<file path="config.mk">
export PLATFORM = sky130hd
export DESIGN_NAME = hazard_stall_controller
export DESIGN_NICKNAME = d
export VERILOG_FILES = /design/src/rtl/hazard_stall_controller.sv
export SDC_FILE = /design/constraint.sdc
export NUM_CORES = 1
export LEC_CHECK = 0
export CORE_MARGIN = 4
export CORE_UTILIZATION = 47
export CTS_BUF_LIST = sky130_fd_sc_hd__clkbuf_8
export DETAILED_ROUTE_END_ITERATION = 12
export HOLD_SLACK_MARGIN = 0.03
export MAX_ROUTING_LAYER = met4
export PLACE_DENSITY = 0.83
export SETUP_SLACK_MARGIN = 0.4
export SLEW_MARGIN = 20
export SYNTH_ARGS = -nofsm -noshare
export SYNTH_HDL_FRONTEND = slang
export SYNTH_SLANG_ARGS = --single-unit
</file>
<file path="constraint.sdc">
create_clock -name HSC_CLK -period 4 [get_ports HSC_CLK]
set_input_delay 1.2 -clock HSC_CLK [delete_from_list [all_inputs] [get_ports HSC_CLK]]
set_output_delay 1.2 -clock HSC_CLK [all_outputs]
set_load 0.01 [all_outputs]
</file>
<file path="src/rtl/hazard_stall_controller.sv">
// Hazard detection, operand forwarding and multi-cycle data-memory sequencing
// for the five-stage pipeline. Forward/stall/flush controls are combinational
// from the current pipeline state; the watchdog flag and stall counter are
// registered.
module hazard_stall_controller #(
  parameter int TIMEOUT = 16,
  parameter int CNT_W   = 8
) (
  input  logic        HSC_CLK,
  input  logic        HSC_RST,
  input  logic [4:0]  HSC_RsD,
  input  logic [4:0]  HSC_RtD,
  input  logic [4:0]  HSC_RsE,
  input  logic [4:0]  HSC_RtE,
  input  logic [4:0]  HSC_WriteRegE,
  input  logic [4:0]  HSC_WriteRegM,
  input  logic [4:0]  HSC_WriteRegW,
  input  logic        HSC_RegWriteE,
  input  logic        HSC_RegWriteM,
  input  logic        HSC_RegWriteW,
  input  logic        HSC_MemToRegE,
  input  logic        HSC_MemToRegM,
  input  logic        HSC_BranchD,
  input  logic        HSC_MemReqM,
  input  logic        HSC_MemReadyM,
  output logic        HSC_StallF,
  output logic        HSC_StallD,
  output logic        HSC_StallE,
  output logic        HSC_StallM,
  output logic        HSC_FlushE,
  output logic        HSC_FlushW,
  output logic        HSC_ForwardAD,
  output logic        HSC_ForwardBD,
  output logic [1:0]  HSC_ForwardAE,
  output logic [1:0]  HSC_ForwardBE,
  output logic        HSC_MemTimeout,
  output logic [15:0] HSC_StallCount
);

  typedef enum logic [1:0] {
    IDLE     = 2'd0,
    MEM_WAIT = 2'd1,
    ERROR    = 2'd2
  } state_t;

  localparam logic [CNT_W-1:0] TIMEOUT_C = CNT_W'(TIMEOUT);
  localparam logic [CNT_W-1:0] CNT_ZERO  = {CNT_W{1'b0}};
  localparam logic [CNT_W-1:0] CNT_ONE   = {{(CNT_W-1){1'b0}}, 1'b1};

  state_t           state_r, state_nxt_s;
  logic [CNT_W-1:0] cnt_r, cnt_nxt_s;
  logic             timeout_r, timeout_nxt_s;
  logic [15:0]      stall_cnt_r;

  logic       lwstall_s, branchstall_s, memstall_s, stall_any_s;
  logic [1:0] fwd_ae_s, fwd_be_s;
  logic       fwd_ad_s, fwd_bd_s;

  // A source operand depends on a producer when the producer writes the same
  // nonzero register; register 0 is hardwired and never a hazard.
  function automatic logic src_hit(input logic [4:0] src, input logic [4:0] dst,
                                   input logic we);
    return we && (src != 5'd0) && (src == dst);
  endfunction

  // Forwarding selects and hazard/stall conditions from current pipeline state.
  always_comb begin
    fwd_ae_s      = 2'b00;
    fwd_be_s      = 2'b00;
    if (src_hit(HSC_RsE, HSC_WriteRegM, HSC_RegWriteM)) begin
      fwd_ae_s = 2'b10;
    end else if (src_hit(HSC_RsE, HSC_WriteRegW, HSC_RegWriteW)) begin
      fwd_ae_s = 2'b01;
    end else begin
      fwd_ae_s = 2'b00;
    end
    if (src_hit(HSC_RtE, HSC_WriteRegM, HSC_RegWriteM)) begin
      fwd_be_s = 2'b10;
    end else if (src_hit(HSC_RtE, HSC_WriteRegW, HSC_RegWriteW)) begin
      fwd_be_s = 2'b01;
    end else begin
      fwd_be_s = 2'b00;
    end
    fwd_ad_s      = src_hit(HSC_RsD, HSC_WriteRegM, HSC_RegWriteM);
    fwd_bd_s      = src_hit(HSC_RtD, HSC_WriteRegM, HSC_RegWriteM);
    lwstall_s     = HSC_MemToRegE && (HSC_RtE != 5'd0) &&
                    ((HSC_RtE == HSC_RsD) || (HSC_RtE == HSC_RtD));
    branchstall_s = HSC_BranchD &&
                    (src_hit(HSC_RsD, HSC_WriteRegE, HSC_RegWriteE) ||
                     src_hit(HSC_RtD, HSC_WriteRegE, HSC_RegWriteE) ||
                     src_hit(HSC_RsD, HSC_WriteRegM, HSC_MemToRegM) ||
                     src_hit(HSC_RtD, HSC_WriteRegM, HSC_MemToRegM));
    memstall_s    = (HSC_MemReqM && !HSC_MemReadyM) || (state_r == ERROR);
    stall_any_s   = !HSC_RST && (lwstall_s || branchstall_s || memstall_s);
  end

  // Drive pipeline controls; everything is held inactive during reset. A memory
  // stall suppresses the execute flush so the held instruction is not lost.
  always_comb begin
    HSC_StallF    = 1'b0;
    HSC_StallD    = 1'b0;
    HSC_StallE    = 1'b0;
    HSC_StallM    = 1'b0;
    HSC_FlushE    = 1'b0;
    HSC_FlushW    = 1'b0;
    HSC_ForwardAD = 1'b0;
    HSC_ForwardBD = 1'b0;
    HSC_ForwardAE = 2'b00;
    HSC_ForwardBE = 2'b00;
    if (HSC_RST) begin
      HSC_StallF = 1'b0;
    end else begin
      HSC_StallF    = stall_any_s;
      HSC_StallD    = stall_any_s;
      HSC_StallE    = memstall_s;
      HSC_StallM    = memstall_s;
      HSC_FlushW    = memstall_s;
      HSC_FlushE    = (lwstall_s || branchstall_s) && !memstall_s;
      HSC_ForwardAD = fwd_ad_s;
      HSC_ForwardBD = fwd_bd_s;
      HSC_ForwardAE = fwd_ae_s;
      HSC_ForwardBE = fwd_be_s;
    end
  end

  // Memory-wait sequencer: count consecutive not-ready cycles, trap on timeout.
  always_comb begin
    state_nxt_s   = state_r;
    cnt_nxt_s     = cnt_r;
    timeout_nxt_s = timeout_r;
    case (state_r)
      IDLE: begin
        if (HSC_MemReqM && !HSC_MemReadyM) begin
          state_nxt_s = MEM_WAIT;
          cnt_nxt_s   = CNT_ONE;
        end else begin
          state_nxt_s = IDLE;
          cnt_nxt_s   = CNT_ZERO;
        end
      end
      MEM_WAIT: begin
        if (HSC_MemReadyM) begin
          state_nxt_s = IDLE;
          cnt_nxt_s   = CNT_ZERO;
        end else if (cnt_r == TIMEOUT_C) begin
          state_nxt_s   = ERROR;
          timeout_nxt_s = 1'b1;
        end else begin
          cnt_nxt_s = cnt_r + CNT_ONE;
        end
      end
      ERROR: begin
        state_nxt_s   = ERROR;
        timeout_nxt_s = 1'b1;
      end
      default: begin
        state_nxt_s   = ERROR;
        timeout_nxt_s = 1'b1;
      end
    endcase
  end

  // Sequencer state, wait counter and sticky timeout flag.
  always_ff @(posedge HSC_CLK or posedge HSC_RST) begin
    if (HSC_RST) begin
      state_r   <= IDLE;
      cnt_r     <= CNT_ZERO;
      timeout_r <= 1'b0;
    end else begin
      state_r   <= state_nxt_s;
      cnt_r     <= cnt_nxt_s;
      timeout_r <= timeout_nxt_s;
    end
  end

  // Saturating count of cycles spent with fetch stalled.
  always_ff @(posedge HSC_CLK or posedge HSC_RST) begin
    if (HSC_RST) begin
      stall_cnt_r <= 16'h0000;
    end else if (stall_any_s && (stall_cnt_r != 16'hFFFF)) begin
      stall_cnt_r <= stall_cnt_r + 16'h0001;
    end else begin
      stall_cnt_r <= stall_cnt_r;
    end
  end

  assign HSC_MemTimeout = timeout_r;
  assign HSC_StallCount = stall_cnt_r;

endmodule

</file>
# After elaboration in Yosys (flattened, before gate mapping)
# Cells that the tools add are included.
# op_classes
addsub	2
multipliers	0
n_div	0
order_cmp	0
eq_ne	18
n_shift	0
muxes	22
bitwise	1
n_reduce_logical	45
# op_table
op	n
== test 5 bit	10
logical AND 1 bit	27
nonzero test 5 bit	4
adder 16 x 1 -> 16 bit, second input constant	1
2-to-1 mux 8 bit	2
!= test 16 bit, second input constant	1
one-hot mux 8 bit (2 select lines)	1
2-to-1 mux 2 bit	6
2-to-1 mux 1 bit	11
adder 8 x 1 -> 8 bit, second input constant	1
== test 8 x 5 -> 1 bit, second input constant	1
logical OR 1 bit	7
!= test 3 bit, second input constant	2
!= test 2 bit, second input constant	2
one-hot mux 2 bit (2 select lines)	1
logical NOT 1 bit	3
AND reduction 3 bit	1
== test 2 x 1 -> 1 bit, second input constant	1
== test 2 bit, second input constant	1
logical NOT 2 bit	1
one-hot mux 1 bit (2 select lines)	1
AND reduction 2 bit	1
nonzero test 2 bit	1
inverter 1 bit	1
# totals
regBits	27
latchBits	0
ram_bits	0
rom_bits	0
in_bits	45
out_inout_bits	29
word_cells	92
memories	0

# Longest topological paths before layout
# logic_depth
depth_word	11
mapped_depth	9
ltp_nobuf	7

# Least setup slack after synthesis
# Ideal clock, no wire load.
# synth_path
kind	input -> output
start	input port HSC_RsD[1]
end	output port HSC_StallF
t_arrival_ns	2.535
required_ns	2.800
path_slack_ns	0.265
cell_stages	6
n_path_buf	1
cell_sequence	or4_1 -> nor2_2 -> nor4_1 -> o21ai_1 -> a31oi_2 -> buf_4
# synth_between
elab_chain_len	11
word_cells_on_any_way	18
classes_between	eq/ne: 3; mux: 1; reduce/logical: 14
# synth_lines
element	line_no	text
start: declaration	11	input logic [4:0] HSC_RsD,
nonzero test 5 bit	63	return we && (src != 5'd0) && (src == dst);
logical AND 1 bit (2 in series)	63	
logical OR 1 bit	89	(src_hit(HSC_RsD, HSC_WriteRegE, HSC_RegWriteE) ||
logical OR 1 bit	90	src_hit(HSC_RtD, HSC_WriteRegE, HSC_RegWriteE) ||
logical OR 1 bit	91	src_hit(HSC_RsD, HSC_WriteRegM, HSC_MemToRegM) ||
logical AND 1 bit	88	branchstall_s = HSC_BranchD &&
logical OR 1 bit * (2 in series)	94	stall_any_s = !HSC_RST && (lwstall_s || branchstall_s || memstall_s);
logical AND 1 bit *	94	
2-to-1 mux 1 bit *	--	
end: declaration	26	output logic HSC_StallF,
# Every way passes the cells marked *; elsewhere a longest branch is shown, timed or not.

# Worst setup path after layout
# layout_path
start	input port HSC_WriteRegE[2]
end	output port HSC_FlushE
# layout_between
elab_chain_len	9
word_cells_on_any_way	11
classes_between	eq/ne: 2; mux: 1; reduce/logical: 8
# layout_lines
element	line_no	text
start: declaration	15	input logic [4:0] HSC_WriteRegE,
== test 5 bit	63	
logical AND 1 bit	63	
logical OR 1 bit *	89	
logical OR 1 bit *	90	
logical OR 1 bit *	91	
logical AND 1 bit *	88	
logical OR 1 bit *	118	HSC_FlushE = (lwstall_s || branchstall_s) && !memstall_s;
logical AND 1 bit *	118	
2-to-1 mux 1 bit *	110	if (HSC_RST) begin
end: declaration	30	output logic HSC_FlushE,
# Marks and branches as above.

==> summary.md <==
| Metric | Value |
|---|---|
| Outcome | complete, no violations |
| Initial Utilization | 50.21% |
| GR Overflow Total | 0 |
| GRT Overall Usage | 23.88% |
| CP Data Arrival Time | 2.69 ns |
| Final #Nets | 399 |
| Net Count, Synth | 280 |
| Worst-margin pin slew | 0.6912 ns |
| CP Capture Type | primary output |
| Vias in the first global route | 2,349 |
| Reg clk slew, reported paths | 0.09 ns |
| Mapped Area | 2081 um2 |
| Synth cell types | 37 |
| Critical path peak fanout | 3 |
| Max Clk Rate | 0.2568 GHz |
| Synth Area per Inst | 8.969 um2 |
| Layout cells sized above 1 | 38.57% |
| Clock Sinks | 27 |
| Number of synthesized flops with an enable pin | 0 |
| RSZ-0062 raised after global routing | true |
| Fill cells | 257 |
| Max stage delay on crit path | 0.32 ns |
| Drt wl/cell | 17.03 um |
| Leakage | 1.464 nW |
| Worst hold path class | flop to flop |
| Top cells by count, synth | xnor2_1 (51), dfrtp_1 (27), nand3_1 (20) |
| Die area | 5555 um2 |
| Dominant cell type by area after synthesis | dfrtp_1 |
| Reg2Reg Depth | 7 |
| Hold depth | 1 |
| Top FF cell, synth | dfrtp_1 |
| Total core area | 4144 um2 |
| Die Height | 74.54 um |
| Std cell rows | 23 |
| Seq/Total Area, Yosys | 32.47% |
| Largest net degree at the start of global routing | 22 |
| Syn. warnings | 0 |
| Yosys top cell area share | 32.47% |
| Via-to-Cell Ratio | 5.503 |
| CTS Buf Count | 3 |
| Routed vias | 2,201 |
| Drc violations | 0 |
| Initial DRC Count | 150 |
| Initial antenna violation count | 0 |
| Crit-path cells | clkdlybuf4s15_2 -> xnor2_2 -> nand4_1 -> nor4_1 -> o21ai_1 -> buf_4 -> a311oi_2 -> buf_2 |
| Relative max-transition margin | 53.49% |
| Final min period | 3.894 ns |
| N_diodes | 0 |
| Pins Over Slew Limit | 0 |
| Area Overhead vs Synth | 63.32% |
| Clk root buf | clkbuf_8 |
| Crit start category | input pin |
| Setup CP Type | input pin to primary output |
| CTS HTree Levels | 1 |
| RePlAce Congestion | 0.8912 |
| Main area contributors after synthesis | dfrtp_1 (32%), xnor2_1 (21%), xor2_1 (8.0%) |
| Hold Fails Final Rpt | 0 |
| Die Width | 74.54 um |
| # setup viols final | 0 |
| Drt total wl | 6.811 mm |
| Max cap viols | 0 |
| I/O pin count | 74 |
| DPL Wire Length | 4.603 mm |
| Mapped Cells | 232 |
| CP required | 2.80 ns |
| First-pass GRT wire length | 10.16 mm |
| PD cells | 243.6 nW/um2 |
| Final period util | 97.36% |
| Crit path max-delay cell type | nor4_1 |
| Top-count cell post-synth | xnor2_1 |
| CTS tree | built |
| CTS max path bufs | 2 |
| Final ANT Viol Nets | 0 |
| Clk_skew | 0.004848 ns |
| Placed inst area | 3112 um2 |
| Async SR Flop Fraction | 100.0% |
| Seq cells post-synth | 27 |
| IO buf count | 73 |
| VDD IR max | 0.1331 mV |
| Hold-fix buffers at CTS | 0 |
| Final hold slack | 0.4755 ns |
| Drt first pass iters | 4 |
| Design Area, Final | 3398 um2 |
| Clk_lat worst skew | 0.27 ns |
cell families (layout without fill, tap and decap cells):
group,after synthesis,after routing,synth area share (%)
flops,27,27,32.47
mux,3,3,1.623
simple gates,100,100,26.46
xor+xnor,70,70,29.46
fa+ha+maj,3,3,1.804
buf+inv,17,135,3.968
compound gates,12,12,4.209
layout make-up:
class / instances / area [um2] / area share [%]
clock inverters: 1 / 3.754 / 0.1105
flip-flops and latches: 27 / 675.6 / 19.88
multi-input cells: 188 / 1545 / 45.47
clock buffers: 3 / 41.29 / 1.215
well taps: 50 / 62.56 / 1.841
inverters: 5 / 22.52 / 0.6627
repair buffers: 126 / 1047 / 30.82
layout by cell type (no fill, tap or decap), types with 5 or more instances in the layout:
cell type	synthesis	routed
buf_4	3	43
nand3_1	20	18
xnor2_2	0	10
buf_2	5	19
inv_1	5	5
nand4_1	11	11
clkdlybuf4s50_1	0	24
buf_6	0	16
xor2_1	19	18
xnor2_1	51	41
nand2_1	15	14
dlygate4sd2_1	0	9
and3_1	5	5
nor2_1	19	17
dfrtp_1	27	27
clkbuf_2	1	8
worst max-delay path: cells and delay by family:
family,cells,cell delay [ns]
buf+inv,3,0.57
simple gates,2,0.47
compound gates,2,0.33
xor+xnor,1,0.12
stage by stage:
stage	std cells	power [mW]	setup slack (ns)	util [%]	TNS [ns]
2_1_floorplan	232	0.4762	0.3090	-	0
3_3_place_gp	380	0.6393	-0.5875	75.09	-3.463
3_5_place_dp	380	0.6475	-0.6187	75.09	-3.866
4_1_cts	396	0.8025	0.1824	78.96	0
5_1_grt	400	0.8652	0.03749	82.00	0
6_report	400	0.8279	0.1056	82.00	0
registers in the layout, indices dropped and copies added (netlist names):
signal / count
HSC_StallCount: 16
HSC_MemTimeout: 1
state_r: 2
cnt_r: 8
report_power, final:
| part | leakage [nW] | internal, mW | switching [mW] | total [mW] |
|---|---|---|---|---|
| Clock | 0.0269 | 0.0688 | 0.0816 | 0.150 |
| Sequential | 0.361 | 0.302 | 0.0359 | 0.338 |
| Combinational | 1.08 | 0.189 | 0.151 | 0.339 |
path summary, 6_finish.rpt:
check | startpoint | end | slack [ns]
worst max register to register | HSC_StallCount[0] | HSC_StallCount[13] | 1.81
worst max-delay path | HSC_WriteRegE[2] | HSC_FlushE | 0.11
min in group asynchronous | HSC_RST | HSC_StallCount[2] | 1.69
max in group asynchronous | HSC_RST | HSC_StallCount[15] | 2.02
worst min-delay path | HSC_MemTimeout | HSC_MemTimeout | 0.48
worst min register to register | HSC_MemTimeout | HSC_MemTimeout | 0.48
layer usage:
metal  vias up  track usage, %  wire length [um]
li1       1038               -                 -
met1      1039           25.48              2553
met2        92           43.80              3563
met3        32           4.189               396
met4         0           8.498               298
met5         -               -                 0
timing repair:
action | 4_1_cts | 5_1_grt
setup endpoints to repair | 12 | 12
pin swaps | 35 | 34
gates resized for setup | 171 | 49
buffers inserted | 12 | 4
(Power assumes the default switching activity.)
